## src/rtl/kt_cpu_core.sv

```systemverilog
// kt_cpu_core: multi-cycle accumulator CPU with A/B/R/D registers, carry flag and
// valid/ready handshakes on separate code and data buses.
module kt_cpu_core #(
    parameter int DATA_W = 8,
    parameter int ADDR_W = 8
) (
    input  logic              clk,
    input  logic              rst,
    input  logic [7:0]        instruction,
    input  logic              code_ready,
    output logic              code_req,
    output logic [ADDR_W-1:0] code_address,
    input  logic [DATA_W-1:0] ram_in,
    input  logic              data_ready,
    output logic              data_req,
    output logic              write,
    output logic [ADDR_W-1:0] data_address,
    output logic [DATA_W-1:0] ram_out,
    output logic              halted
);
    typedef enum logic [1:0] {FETCH, EXEC, MEM, HALT} state_t;

    localparam logic [3:0] OP_LDA = 4'h1, OP_LDB = 4'h2, OP_LIB = 4'h3, OP_ALU = 4'h4;
    localparam logic [3:0] OP_STR = 4'h5, OP_MVD = 4'h6, OP_ADD = 4'h7, OP_JFZ = 4'h8;
    localparam logic [3:0] OP_JBZ = 4'h9, OP_JF = 4'hA, OP_HLT = 4'hB;

    state_t            state, state_nx;
    logic [ADDR_W-1:0] pc, pc_nx, d, r_d, imm_a, imm_s;
    logic [7:0]        ir;
    logic [DATA_W-1:0] a, b, r;
    logic              c;
    logic [DATA_W:0]   ax, bx, cx, one, alu_x;
    logic [3:0]        op, imm;
    logic              mem_op, r_zero;

    assign op     = ir[7:4];
    assign imm    = ir[3:0];
    assign mem_op = op == OP_LDA || op == OP_LDB || op == OP_STR;
    assign r_zero = r == '0;
    assign imm_a  = {{(ADDR_W-4){1'b0}}, imm};
    assign imm_s  = {{(ADDR_W-4){imm[3]}}, imm};

    generate
        if (ADDR_W > DATA_W) begin : g_wide
            assign r_d = {{(ADDR_W-DATA_W){1'b0}}, r};
        end else begin : g_narrow
            assign r_d = r[ADDR_W-1:0];
        end
    endgenerate

    // Top bit of alu_x is the new carry/borrow; ops that keep C feed c back in.
    assign ax  = {1'b0, a};
    assign bx  = {1'b0, b};
    assign cx  = {{DATA_W{1'b0}}, c};
    assign one = {{DATA_W{1'b0}}, 1'b1};

    always_comb begin
        alu_x = {c, {DATA_W{1'b0}}};
        case (imm)
            4'd0:  alu_x = ax + bx;
            4'd1:  alu_x = ax - bx;
            4'd2:  alu_x = ax + bx + cx;
            4'd3:  alu_x = ax - bx - cx;
            4'd4:  alu_x = {c, a & b};
            4'd5:  alu_x = {c, a | b};
            4'd6:  alu_x = {c, a ^ b};
            4'd7:  alu_x = {c, ~a};
            4'd8:  alu_x = {a, 1'b0};
            4'd9:  alu_x = {a[0], 1'b0, a[DATA_W-1:1]};
            4'd10: alu_x = ax + one;
            4'd11: alu_x = ax - one;
            4'd12: alu_x = {c, a};
            4'd13: alu_x = {c, b};
            default: ;
        endcase
    end

    always_comb begin
        state_nx = state;
        pc_nx    = pc;
        case (state)
            FETCH: state_nx = code_ready ? EXEC : FETCH;
            EXEC: begin
                state_nx = mem_op ? MEM : op == OP_HLT ? HALT : FETCH;
                pc_nx    = mem_op || op == OP_HLT ? pc :
                           op == OP_JF || (op == OP_JFZ && r_zero) ? pc + imm_a :
                           op == OP_JBZ && r_zero ? pc - imm_a : pc + 1'b1;
            end
            MEM: begin
                state_nx = data_ready ? FETCH : MEM;
                pc_nx    = data_ready ? pc + 1'b1 : pc;
            end
            default: ;
        endcase
    end

    always_ff @(posedge clk or negedge rst) begin
        if (!rst) state <= FETCH;
        else      state <= state_nx;
    end

    always_ff @(posedge clk or negedge rst) begin
        if (!rst) begin
            pc <= '0;
            ir <= '0;
            a  <= '0;
            b  <= '0;
            r  <= '0;
            d  <= '0;
            c  <= 1'b0;
        end else begin
            pc <= pc_nx;
            case (state)
                FETCH: if (code_ready) ir <= instruction;
                EXEC: case (op)
                    OP_LIB: b <= {{(DATA_W-4){1'b0}}, imm};
                    OP_ALU: {c, r} <= alu_x;
                    OP_MVD: d <= r_d;
                    OP_ADD: d <= d + imm_s;
                    default: ;
                endcase
                MEM: if (data_ready) begin
                    if (op == OP_LDA) a <= ram_in;
                    if (op == OP_LDB) b <= ram_in;
                end
                default: ;
            endcase
        end
    end

    assign code_req     = state == FETCH;
    assign data_req     = state == MEM;
    assign write        = state == MEM && op == OP_STR;
    assign halted       = state == HALT;
    assign code_address = pc;
    assign data_address = d;
    assign ram_out      = r;
endmodule

```

## config.mk

```make
export PLATFORM = sky130hd
export DESIGN_NAME = kt_cpu_core
export DESIGN_NICKNAME = d
export VERILOG_FILES = /design/src/rtl/kt_cpu_core.sv
export SDC_FILE = /design/constraint.sdc
export NUM_CORES = 1
export LEC_CHECK = 0
export ABC_AREA = 1
export ABC_CLOCK_PERIOD_IN_PS = 2600
export CORE_ASPECT_RATIO = 2
export CORE_MARGIN = 2
export CORE_UTILIZATION = 40
export DETAILED_ROUTE_END_ITERATION = 7
export GPL_TIMING_DRIVEN = 0
export REMOVE_ABC_BUFFERS = 1
export SLEW_MARGIN = 10
export SYNTH_ARGS = -nofsm -noshare
export SYNTH_HDL_FRONTEND = slang
export SYNTH_SLANG_ARGS = --single-unit
```

## constraint.sdc

```tcl
create_clock -name clk -period 2.6 [get_ports clk]
set_input_delay 0.39 -clock clk [delete_from_list [all_inputs] [get_ports clk]]
set_output_delay 0.39 -clock clk [all_outputs]
set_load 0.01 [all_outputs]
```

==> key figures, run 1 <==
Status
  • Status: finished clean

Timing
  • Fin. Hold Viols: 0
  • Setup TNS: 0 ns
  • Hold slack: 0.0186 ns
  • RSZ-0062 raised after global routing: yes
  • Rel. slew slack: 42.7%
  • Crit share post-route: 96.9%
  • F_max: 397 MHz
  • Worst slew pin tran: 0.859 ns
  • Skew final: 0.00467 ns
  • Max Slew Vio Count: 0
  • Minimum clock period: 2.52 ns
  • Final setup fails: 0

Critical path
  • Startpoint types: flop
  • Nature of the critical path endpoint: flop
  • Crit Path Class: flop to flop
  • Largest fanout on the critical path: 9
  • WP data arrival: 2.69 ns
  • Required time of the critical path: 2.77 ns

Detailed routing
  • Vias/cell: 5.49
  • DR iter-0 viols: 364
  • DRT Pass-1 Iters: 5
  • DR WL/cell: 18.1 µm
  • Vias: 5784
  • Post-Route WL: 19.1 mm
  • DR DRC count: 0
  • ANT nets after route: 0

Finish
  • Synthesis-to-layout area growth: 19.6%
  • Final #Nets: 981
  • Layout cell share with drive strength beyond 1: 11.7%
  • Diode count: 0
  • Commonest cells after routing, fill and taps aside: 198 x nand2_1, 107 x inv_1, 78 x nor2_1
  • Commonest non-fill, non-tap cell in the layout: nand2_1
  • Util after Layout: 49.0%

Hold path
  • Worst hold path class: input pin to async pin

Clocking
  • Root Driver: clkbuf_16
  • Clock-pin slew of the registers on the worst-case setup and hold paths: 0.07 ns
  • Cts hold-fix bufs: 0
  • Clock Sinks: 51
  • # H-tree levels: 2
  • CTS Buf Count: 5
  • TritonCTS clock tree: done
  • Max clock buf depth: 2
  • Clock Latency Late Sink: 0.30 ns

Global routing
  • Initial antenna violation count: 0
  • GRT Total Usage: 26.7%
  • First-pass GRT wire length: 30.2 mm
  • Grt ovf: 0
  • Largest net degree at the start of global routing: 35
  • Vias in the first global route: 5910

Power and ir drop
  • Pwr dens: 277 nW/µm²
  • Pleak: 3.13 nW
  • Design Power: 1.82 mW
  • VDD IR max: 0.000373 V

Synth
  • Main synth FF type: dfrtp_1
  • Sequential area share after synthesis: 23.2%
  • Mapped cell area: 5500 µm²
  • Syn. warnings: 0
  • #FFs+latches synth: 51
  • Top cell type's share of synthesized area: 23.2%
  • Cells after Synth: 839
  • Post-synth top area cell: dfrtp_1
  • Top cells by area, synth: dfrtp_1 23%, nand2_1 14%, ha_1 13%, inv_1 7.6%, a21oi_1 5.9%
  • Number of synthesized flops with an enable pin: 0
  • Syn_area_per_cell: 6.56 µm²
  • Count of cell types in the netlist: 43
  • Ys async rst share: 100%

Placement
  • DP Wirelength: 15.3 mm
  • RD Place Congestion: 0.968
  • I/O Buffers: 47

Flow run
  • Count of maximum capacitance violations: 0

Die
  • Die Y: 170 µm
  • Die area: 14800 µm²
  • Die Width: 86.9 µm
  • Core footprint: 13400 µm²
  • Initial Util: 41.0%
  • Row Count: 60
  • Ports: 48
==> flip-flops by register name, indices dropped and copies added (netlist names) <==
| signal | count |
|---|---|
| state | 2 |
| data_address | 8 |
| ir | 8 |
| code_address | 8 |
| b | 8 |
| c | 1 |
| ram_out | 8 |
| a | 8 |
==> synthesized netlist by cell type (11+ instances only) <==
| master | n |
|---|---|
| a21oi_1 | 65 |
| dfrtp_1 | 51 |
| ha_1 | 56 |
| inv_1 | 111 |
| inv_2 | 14 |
| nand2_1 | 201 |
| nand3_1 | 65 |
| nand4_1 | 18 |
| nor2_1 | 85 |
| o211ai_1 | 11 |
| o21ai_0 | 51 |
| o22ai_1 | 17 |
==> critical path, stage by stage, from the launching register on <==
cell and delay [ns]:
dfrtp_2 0.51, inv_1 0.19, ha_4 0.37, inv_2 0.07, nand2_1 0.06, nand2_1 0.08
inv_1 0.10, nand3_1 0.10, nand2_1 0.07, nand2_1 0.17, nand2_1 0.11, nand4_1 0.16
nor2_1 0.13, nand3_1 0.09, nand2_1 0.09, o21ai_0 0.09
==> power by group <==
| part | leakage (nW) | total, mW | switching [mW] | internal, mW |
|---|---|---|---|---|
| Clock | 0.0759 | 0.761 | 0.312 | 0.449 |
| Sequential | 0.570 | 0.805 | 0.00528 | 0.799 |
| Combinational | 2.49 | 0.259 | 0.172 | 0.0875 |
==> metrics by stage <==
step / setup WS (ns) / instances / area [µm²]
after floorplan: 0.137 / 826 / 5430
after global placement: -0.632 / 1028 / 6090
after detailed placement: -0.633 / 1029 / 6110
after CTS: 0.0149 / 1041 / 6350
after global routing: -0.0666 / 1054 / 6580
final: 0.0805 / 1054 / 6580
==> layer usage <==
layer	wire, µm	track usage, %	vias to the layer above	part of all wire [%]
li1	-	-	2892	-
met4	1560	20.2	0	8.2
met5	0	0	-	0
met1	6620	25.4	2684	35
met2	10500	50.8	137	55
met3	378	1.94	71	2.0
==> what timing repair did <==
action,CTS,global route
setup buffers,4,13
gates resized for setup,21,31
cloned,1,0
setup endpoints to repair,23,8
pin swaps,2,2
==> final timing paths <==
check | start | slack, ns | depth (start not counted) | end
worst max-delay path | a[4] | 0.08 | 15 | ram_out[5]
worst min-delay path | rst | 0.02 | 1 | code_address[4]
worst max register to register | a[4] | 0.08 | 15 | ram_out[5]
worst min register to register | code_address[7] | 0.48 | 1 | code_address[7]
max in group asynchronous | rst | 2.03 | 2 | ir[1]
min in group clk | code_address[7] | 0.48 | 1 | code_address[7]
==> kinds of logic (layout without fill, tap and decap cells) <==
logic type                 after synthesis  count (layout)  synth area share (%)
xor gates and xnor gates                15              15                  2.39
muxes                                    1               1                 0.205
DFF                                     51              51                  23.2
buffers and inverters                  138             198                  9.91
AOI/OAI and AO/OA                      174             174                  18.5
adders and majority gates               62              62                  14.9
and+or+nand+nor                        398             398                  30.9
==> final cells by class <==
cell class	count	area, µm²
Clock buffer	5	125
Clock inverter	2	37.5
Fill cell	1407	6860
Inverter	125	479
Multi-Input combinational cell	650	3840
Sequential cell	51	1290
Tap cell	155	194
Timing Repair Buffer	65	613
Timing Repair inverter	1	5.00
(Power assumes the default switching activity.)
==> run 2: changes to the inputs <==
--- a/config.mk
+++ b/config.mk
@@ -7,11 +7,14 @@
 export LEC_CHECK = 0
 export ABC_AREA = 1
 export ABC_CLOCK_PERIOD_IN_PS = 2600
+export CELL_PAD_IN_SITES_DETAIL_PLACEMENT = 1
+export CELL_PAD_IN_SITES_GLOBAL_PLACEMENT = 1
 export CORE_ASPECT_RATIO = 2
 export CORE_MARGIN = 2
-export CORE_UTILIZATION = 40
+export CORE_UTILIZATION = 38
 export DETAILED_ROUTE_END_ITERATION = 7
 export GPL_TIMING_DRIVEN = 0
+export PLACE_DENSITY_LB_ADDON = 0.1
 export REMOVE_ABC_BUFFERS = 1
 export SLEW_MARGIN = 10
 export SYNTH_ARGS = -nofsm -noshare
==> run 2 against run 1 <==
Final cell count grew 3.3%; critical path depth is the same; register-to-register slack better by 0.02 ns; via count is 3.8% higher; maximum frequency increased by 0.68%; clock power is 2% lower; setup slack improved by 0.017 ns; die area rose by 5.1%; sequential power about the same; critical path type unchanged; critical endpoint is now ram_out[7].
==> key figures, run 2 (synthesis results as in run 1) <==
Status
  • Status: finished clean (unchanged)

Placement
  • RD Place Congestion: 0.982 (was 0.968)
  • I/O Buffers: 47 (unchanged)
  • DP Wirelength: 17.5 mm (was 15.3 mm)
  • Dpl cell area: 6150 µm² (was 6110 µm²)
  • Dpl cells: 1066 (was 1029)

Timing
  • Final setup fails: 0 (unchanged)
  • Rel. slew slack: 47.6% (was 42.7%)
  • Crit share post-route: 96.2% (was 96.9%)
  • Minimum clock period: 2.50 ns (was 2.52 ns)
  • Skew final: 0.00643 ns (was 0.00467 ns)
  • Worst slew pin tran: 0.783 ns (was 0.859 ns)
  • Fin. Hold Viols: 0 (unchanged)
  • Max Slew Vio Count: 0 (unchanged)
  • F_max: 400 MHz (was 397 MHz)

Clocking
  • Clock Latency Late Sink: 0.30 ns (about the same)
  • Clock-pin slew of the registers on the worst-case setup and hold paths: 0.07 ns (about the same)
  • Clock Sinks: 51 (unchanged)
  • CTS Buf Count: 5 (unchanged)
  • # H-tree levels: 2 (unchanged)
  • Root Driver: clkbuf_16 (unchanged)
  • TritonCTS clock tree: done (unchanged)
  • Max clock buf depth: 2 (unchanged)

Finish
  • Diode count: 0 (unchanged)
  • Design area: 6640 µm² (was 6580 µm²)
  • Final #Nets: 979 (was 981)
  • Util after Layout: 46.5% (was 49.0%)
  • Layout cell share with drive strength beyond 1: 12.3% (was 11.7%)
  • Non-Filler Instances: 1089 (was 1054)
  • Commonest non-fill, non-tap cell in the layout: nand2_1 (unchanged)
  • Synthesis-to-layout area growth: 20.7% (was 19.6%)
  • Commonest cells after routing, fill and taps aside: 198 x nand2_1, 102 x inv_1, 78 x nor2_1 (was 198 x nand2_1, 107 x inv_1, 78 x nor2_1)

Critical path
  • Nature of the critical path endpoint: flop (unchanged)
  • FF-to-FF path depth: 15 (unchanged)
  • Required time of the critical path: 2.79 ns (was 2.77 ns)
  • Startpoint types: flop (unchanged)
  • WP data arrival: 2.69 ns (about the same)
  • Crit Reg-Reg Startpoint: a[1] (was a[4])
  • Worst r2r dst: ram_out[7] (was ram_out[5])
  • Setup slack, reg-to-reg: 0.1 ns (was 0.08 ns)
  • Crit Path Class: flop to flop (unchanged)
  • Largest fanout on the critical path: 6 (was 9)

Hold path
  • Worst hold path class: input pin to async pin (unchanged)

Die
  • Core footprint: 14300 µm² (was 13400 µm²)
  • Ports: 48 (unchanged)
  • Row Count: 62 (was 60)
  • Initial Util: 38.6% (was 41.0%)
  • Die Width: 89.1 µm (was 86.9 µm)
  • Die area: 15500 µm² (was 14800 µm²)
  • Die Y: 174 µm (was 170 µm)

Detailed routing
  • ANT nets after route: 0 (unchanged)
  • DR DRC count: 0 (unchanged)
  • Post-Route WL: 21.6 mm (was 19.1 mm)
  • DRT Pass-1 Iters: 4 (was 5)
  • DR iter-0 viols: 236 (was 364)
  • Vias/cell: 5.52 (was 5.49)
  • DR WL/cell: 19.8 µm (was 18.1 µm)
  • Vias: 6006 (was 5784)

Global routing
  • Initial antenna violation count: 0 (unchanged)
  • First-pass GRT wire length: 33.8 mm (was 30.2 mm)
  • Largest net degree at the start of global routing: 36 (was 35)
  • Grt ovf: 0 (unchanged)
  • Vias in the first global route: 6436 (was 5910)
  • GRT Total Usage: 28.5% (was 26.7%)

Power and ir drop
  • Design Power: 1.82 mW (about the same)
  • VDD IR max: 0.000319 V (was 0.000373 V)
  • Pwr dens: 274 nW/µm² (was 277 nW/µm²)
  • Pleak: 3.11 nW (was 3.13 nW)

Flow run
  • Count of maximum capacitance violations: 0 (unchanged)
==> run 2: changes by cell type in the layout (fill, tap and decap cells not counted), sizes merged <==
cell    change
clkbuf      +1
buf         -2
inv         -1
==> run 2: layout make-up <==
type | count | area [µm²]
repair buffers | 63 | 608
clock inverters | 1 | 30.0
inverters | 125 | 483
fillers | 1933 | 7630
well taps | 192 | 240
repair inverters | 1 | 5.00
multi-input cells | 650 | 3860
clock buffers | 6 | 129
flip-flops and latches | 51 | 1290
==> run 2: layer usage <==
layer  vias up  GRT usage [%]  share of wire (%)
met4         0           19.5                7.7
met2       125           53.5                 56
met5         -              0                  0
li1       2900              -                  -
met3        62           2.42                2.4
met1      2919           27.4                 34
==> run 2: how the worst max path moves through the flow <==
stage,to,from,slack [ns],depth (start not counted)
after floorplan,ram_out[5],ir[3],0.14,17
after global placement,ram_out[4],ir[3],-0.64,16
after detailed placement,ram_out[4],ir[3],-0.76,16
after CTS,ram_out[5],a[4],0.02,15
after global routing,ram_out[5],a[1],-0.02,14
final,ram_out[7],a[1],0.1,15
==> run 2: report_power, final <==
group | total [mW] | internal (mW) | switching, mW | leakage (nW)
clock | 0.745 | 0.450 | 0.295 | 0.0769
sequential | 0.805 | 0.799 | 0.00557 | 0.570
combinational | 0.272 | 0.0895 | 0.182 | 2.46
total | 1.82 | 1.34 | 0.483 | 3.11
==> run 2: per-stage QoR <==
step | setup WS, ns | TNS [ns] | hold WS (ns)
floorplan | 0.137 | 0 | 0.0944
global placement | -0.635 | -29.57 | 0.465
detailed placement | -0.758 | -7.63 | 0.352
CTS | 0.0245 | 0 | 0.0281
global route | -0.0239 | -0.0239 | 0.0493
finish | 0.0975 | 0 | 0.0232
==> run 2: timing repair <==
item | 4_1_cts | 5_1_grt
gates cloned | 1 | 0
hold buffers | 0 | 0
buffers inserted | 4 | 11
resized for setup | 27 | 35
endpoints found under the setup margin | 23 | 9
pin swaps | 1 | 4
==> run 2: worst max-delay path, cell delays in order (launching register included) <==
cell	delay, ns
dfrtp_2	0.39
clkinvlp_4	0.16
ha_1	0.42
nand3_1	0.18
nand2_2	0.18
nand2_1	0.10
nand2_1	0.08
nand2_1	0.06
nand2_1	0.23
inv_1	0.11
nand2_1	0.07
nand2_1	0.05
nor2_1	0.10
nand4_1	0.13
nand2_1	0.08
nand2_1	0.06
==> run 3: changes to the inputs <==
--- a/config.mk
+++ b/config.mk
@@ -5,13 +5,13 @@
 export SDC_FILE = /design/constraint.sdc
 export NUM_CORES = 1
 export LEC_CHECK = 0
-export ABC_AREA = 1
+export ABC_AREA = 0
 export ABC_CLOCK_PERIOD_IN_PS = 2600
 export CELL_PAD_IN_SITES_DETAIL_PLACEMENT = 1
 export CELL_PAD_IN_SITES_GLOBAL_PLACEMENT = 1
 export CORE_ASPECT_RATIO = 2
-export CORE_MARGIN = 2
-export CORE_UTILIZATION = 38
+export CORE_MARGIN = 1
+export CORE_UTILIZATION = 41
 export DETAILED_ROUTE_END_ITERATION = 7
 export GPL_TIMING_DRIVEN = 0
 export PLACE_DENSITY_LB_ADDON = 0.1
==> run 3 against run 2 <==
The run now ends with negative setup slack left; clock power grew 10%; register-to-register slack worse by 0.28 ns; global-route usage grew 6.3 points; flip-flop and latch count did not move; sequential power is 110% higher; non-clock buffer count increased by 44; cell area rose by 15%; hold slack improved by 0.021 ns; critical path depth decreased by 6.
==> key figures, run 3 <==
Critical path
  • CP bufs+invs: 0 (was 2)
  • Delay-heaviest family, CP: compound AO/OA/AOI/OAI gates (was simple AND/OR/NAND/NOR gates)
  • CP Capture Point: ram_out[7] (unchanged)
  • Critical path's slowest cell: dfrtp_2 (was ha_1)
  • Cell Chain, Critical Path: ha_4 -> fa_2 -> a211o_4 -> a2111oi_4 -> nand3b_1 -> nand4_1 -> mux2i_1 -> o41ai_2 -> nand2_1 (was clkinvlp_4 -> ha_1 -> nand3_1 -> nand2_2 -> nand2_1 -> nand2_1 -> nand2_1 -> nand2_1 -> inv_1 -> nand2_1 -> nand2_1 -> nor2_1 -> nand4_1 -> nand2_1 -> nand2_1)
  • Crit Path Class: flop to flop (unchanged)
  • WP data arrival: 2.98 ns (was 2.69 ns)
  • Critical Path Max Stage Delay: 0.46 ns (was 0.42 ns)
  • Crit Reg-Reg Startpoint: b[0] (was a[1])
  • Startpoint types: flop (unchanged)
  • Nature of the critical path endpoint: flop (unchanged)
  • Largest fanout on the critical path: 4 (was 6)
  • Worst r2r dst: ram_out[7] (unchanged)
  • Required time of the critical path: 2.79 ns (about the same)
  • Crit path depth: 9 (was 15)
  • FF-to-FF path depth: 9 (was 15)
  • Setup slack, reg-to-reg: -0.18 ns (was 0.1 ns)
  • Critical Path Start: b[0] (was a[1])

Global routing
  • Initial antenna violation count: 1 (was 0)
  • GRT Total Usage: 34.7% (was 28.5%)
  • First-pass GRT wire length: 38.3 mm (was 33.8 mm)
  • Largest net degree at the start of global routing: 32 (was 36)
  • Vias in the first global route: 6821 (was 6436)
  • Grt ovf: 0 (unchanged)

Synth
  • Main synth FF type: dfrtp_1 (unchanged)
  • Syn_area_per_cell: 7.96 µm² (was 6.56 µm²)
  • Top cells by area, synth: dfrtp_1 22%, ha_1 12%, nand2_1 4.8%, o21ai_0 4.3%, a21oi_1 3.8% (was dfrtp_1 23%, nand2_1 14%, ha_1 13%, inv_1 7.6%, a21oi_1 5.9%)
  • Number of synthesized flops with an enable pin: 0 (unchanged)
  • Post-synthesis xor/xnor area fraction: 3.72% (was 2.39%)
  • Post-synth top area cell: dfrtp_1 (unchanged)
  • Count of cell types in the netlist: 86 (was 43)
  • Mux cell area share after synthesis: 5.89% (was 0.205%)
  • #FFs+latches synth: 51 (unchanged)
  • Synth top cells by count: 75 x nand2_1, 56 x ha_1, 51 x dfrtp_1 (was 201 x nand2_1, 111 x inv_1, 85 x nor2_1)
  • Syn. warnings: 0 (unchanged)
  • Ys async rst share: 100% (unchanged)
  • Cells after Synth: 734 (was 839)
  • Post-Synth Simple-Gate Area: 21.9% (was 30.9%)
  • Sequential area share after synthesis: 21.8% (was 23.2%)
  • Top cell type's share of synthesized area: 21.8% (was 23.2%)
  • Post-synthesis compound-gate area fraction: 26.5% (was 18.5%)
  • Most common cell in the netlist: nand2_1 (unchanged)
  • Post-Synth Adder-Cell Area: 14.0% (was 14.9%)
  • Mapped cell area: 5850 µm² (was 5500 µm²)
  • Largest family of logic cells by synthesized area: compound AO/OA/AOI/OAI gates (was simple AND/OR/NAND/NOR gates)

Timing
  • Max Slew Vio Count: 0 (unchanged)
  • Final WS setup: -0.184 ns (was 0.0975 ns)
  • Rel. slew slack: 32.9% (was 47.6%)
  • Minimum clock period: 2.78 ns (was 2.50 ns)
  • Crit share post-route: 107% (was 96.2%)
  • Final setup fails: 6 (was 0)
  • Fin. Hold Viols: 0 (unchanged)
  • Skew final: 0.00648 ns (was 0.00643 ns)
  • RSZ-0062 raised after global routing: yes
  • Worst slew pin tran: 1.00 ns (was 0.783 ns)
  • F_max: 359 MHz (was 400 MHz)

Die
  • Die area: 14800 µm² (was 15500 µm²)
  • Core footprint: 13900 µm² (was 14300 µm²)
  • Die Width: 86.4 µm (was 89.1 µm)
  • Initial Util: 42.1% (was 38.6%)
  • Row Count: 61 (was 62)
  • Ports: 48 (unchanged)
  • Die Y: 171 µm (was 174 µm)

Detailed routing
  • Post-Route WL: 25.2 mm (was 21.6 mm)
  • DR DRC count: 0 (unchanged)
  • DRT Pass-1 Iters: 4 (unchanged)
  • Vias: 6281 (was 6006)
  • DR iter-0 viols: 272 (was 236)
  • ANT nets after route: 0 (unchanged)
  • Vias/cell: 6.27 (was 5.52)
  • DR WL/cell: 25.1 µm (was 19.8 µm)

Placement
  • Dpl cell area: 6400 µm² (was 6150 µm²)
  • Place WS: -1.42 ns (was -0.758 ns)
  • DP Wirelength: 17.0 mm (was 17.5 mm)
  • RD Place Congestion: 0.959 (was 0.982)
  • I/O Buffers: 47 (unchanged)
  • Dpl cells: 934 (was 1066)

Finish
  • Synthesis-to-layout area growth: 30.3% (was 20.7%)
  • Design area: 7620 µm² (was 6640 µm²)
  • Register area: 1300 µm² (was 1290 µm²)
  • Util after Layout: 54.8% (was 46.5%)
  • Multi-input combinational cell area: 4710 µm² (was 3860 µm²)
  • Non-Filler Instances: 1001 (was 1089)
  • Layout cell share with drive strength beyond 1: 23.3% (was 12.3%)
  • Diode count: 0 (unchanged)
  • Commonest cells after routing, fill and taps aside: 73 x nand2_1, 48 x buf_4, 46 x clkdlybuf4s50_1 (was 198 x nand2_1, 102 x inv_1, 78 x nor2_1)
  • Commonest non-fill, non-tap cell in the layout: nand2_1 (unchanged)
  • Number of fill cells: 1654 (was 1933)
  • Final #Nets: 893 (was 979)

Clocking
  • Max clock buf depth: 2 (unchanged)
  • CTS Buf Count: 5 (unchanged)
  • # H-tree levels: 2 (unchanged)
  • Clock Latency Late Sink: 0.31 ns (was 0.30 ns)
  • Clock Sinks: 51 (unchanged)
  • TritonCTS clock tree: done (unchanged)
  • Cts hold-fix bufs: 0 (unchanged)
  • Root Driver: clkbuf_16 (unchanged)
  • Clock-pin slew of the registers on the worst-case setup and hold paths: 0.08 ns (was 0.07 ns)

Power and ir drop
  • Pwr dens: 1600 nW/µm² (was 274 nW/µm²)
  • Design Power: 12.2 mW (was 1.82 mW)
  • VDD IR max: 0.000830 V (was 0.000319 V)
  • Pleak: 3.07 nW (was 3.11 nW)

Status
  • Failing checks: negative setup slack
  • Status: complete, but fails checks (was finished clean)

Hold path
  • Worst hold path class: input pin to async pin (unchanged)

Flow run
  • Count of maximum capacitance violations: 0 (unchanged)
-- run 3: cell types whose count changed in the layout (fill, tap and decap cells not counted), sizes merged, moves of 15 or more --
cell,delta
nand2,-128
inv,-75
nor2,-45
buf,+44
nand3,-39
nor2b,+24
a21oi,-23
mux2i,+22
nand2b,+15
-- run 3: cell families after synthesis --
| group | Yosys count |
|---|---|
| AOI/OAI and AO/OA | 224 |
| xor gates and xnor gates | 24 |
| adders and majority gates | 62 |
| buffers and inverters | 87 |
| DFF | 51 |
| muxes | 33 |
| and+or+nand+nor | 253 |
-- run 3: through the flow --
step                      hold WS (ns)  TNS [ns]
final                           0.0445    -0.626
after floorplan                 0.0944     -3.21
after global placement           0.457    -45.45
after CTS                       0.0612    -0.357
after global routing            0.0874    -0.994
after detailed placement         0.395    -20.58
-- run 3: what timing repair did --
item | in CTS | in global routing
endpoints found under the setup margin | 41 | 17
pin swaps | 27 | 19
resized for setup | 88 | 42
setup buffers | 47 | 12
endpoints found under the hold margin | 0 | 0
-- run 3: metal layers --
layer | track usage, % | vias up | wire, µm
met5 | 0 | - | 16
li1 | - | 2838 | -
met4 | 31.1 | 2 | 2500
met1 | 33.6 | 3100 | 8570
met2 | 63.4 | 218 | 13300
met3 | 3.42 | 123 | 817
-- run 3: power by group --
group / switching [mW] / internal (mW) / leakage [nW]
Sequential: 0.583 / 1.15 / 0.604
Combinational: 5.59 / 4.07 / 2.38
Clock: 0.358 / 0.461 / 0.0844
-- run 3: worst min path at each step --
| stage | slack [ns] | depth (start not counted) | to | startpoint |
|---|---|---|---|---|
| 2_1_floorplan | 0.09 | 0 | a[0] | rst |
| 3_3_place_gp | 0.46 | 1 | code_address[7] | code_address[7] |
| 3_5_place_dp | 0.40 | 1 | code_address[5] | rst |
| 4_1_cts | 0.06 | 1 | code_address[5] | rst |
| 5_1_grt | 0.09 | 1 | code_address[5] | rst |
| 6_report | 0.04 | 1 | code_address[5] | rst |
-- run 3: final cells by class --
cell class / count / area share, %
clock buffer: 5 / 1.64
clock inverter: 3 / 0.624
inverter: 50 / 2.64
multi-input combinational: 596 / 61.8
sequential: 51 / 17.1
tap: 189 / 3.10
timing repair buffer: 107 / 13.1
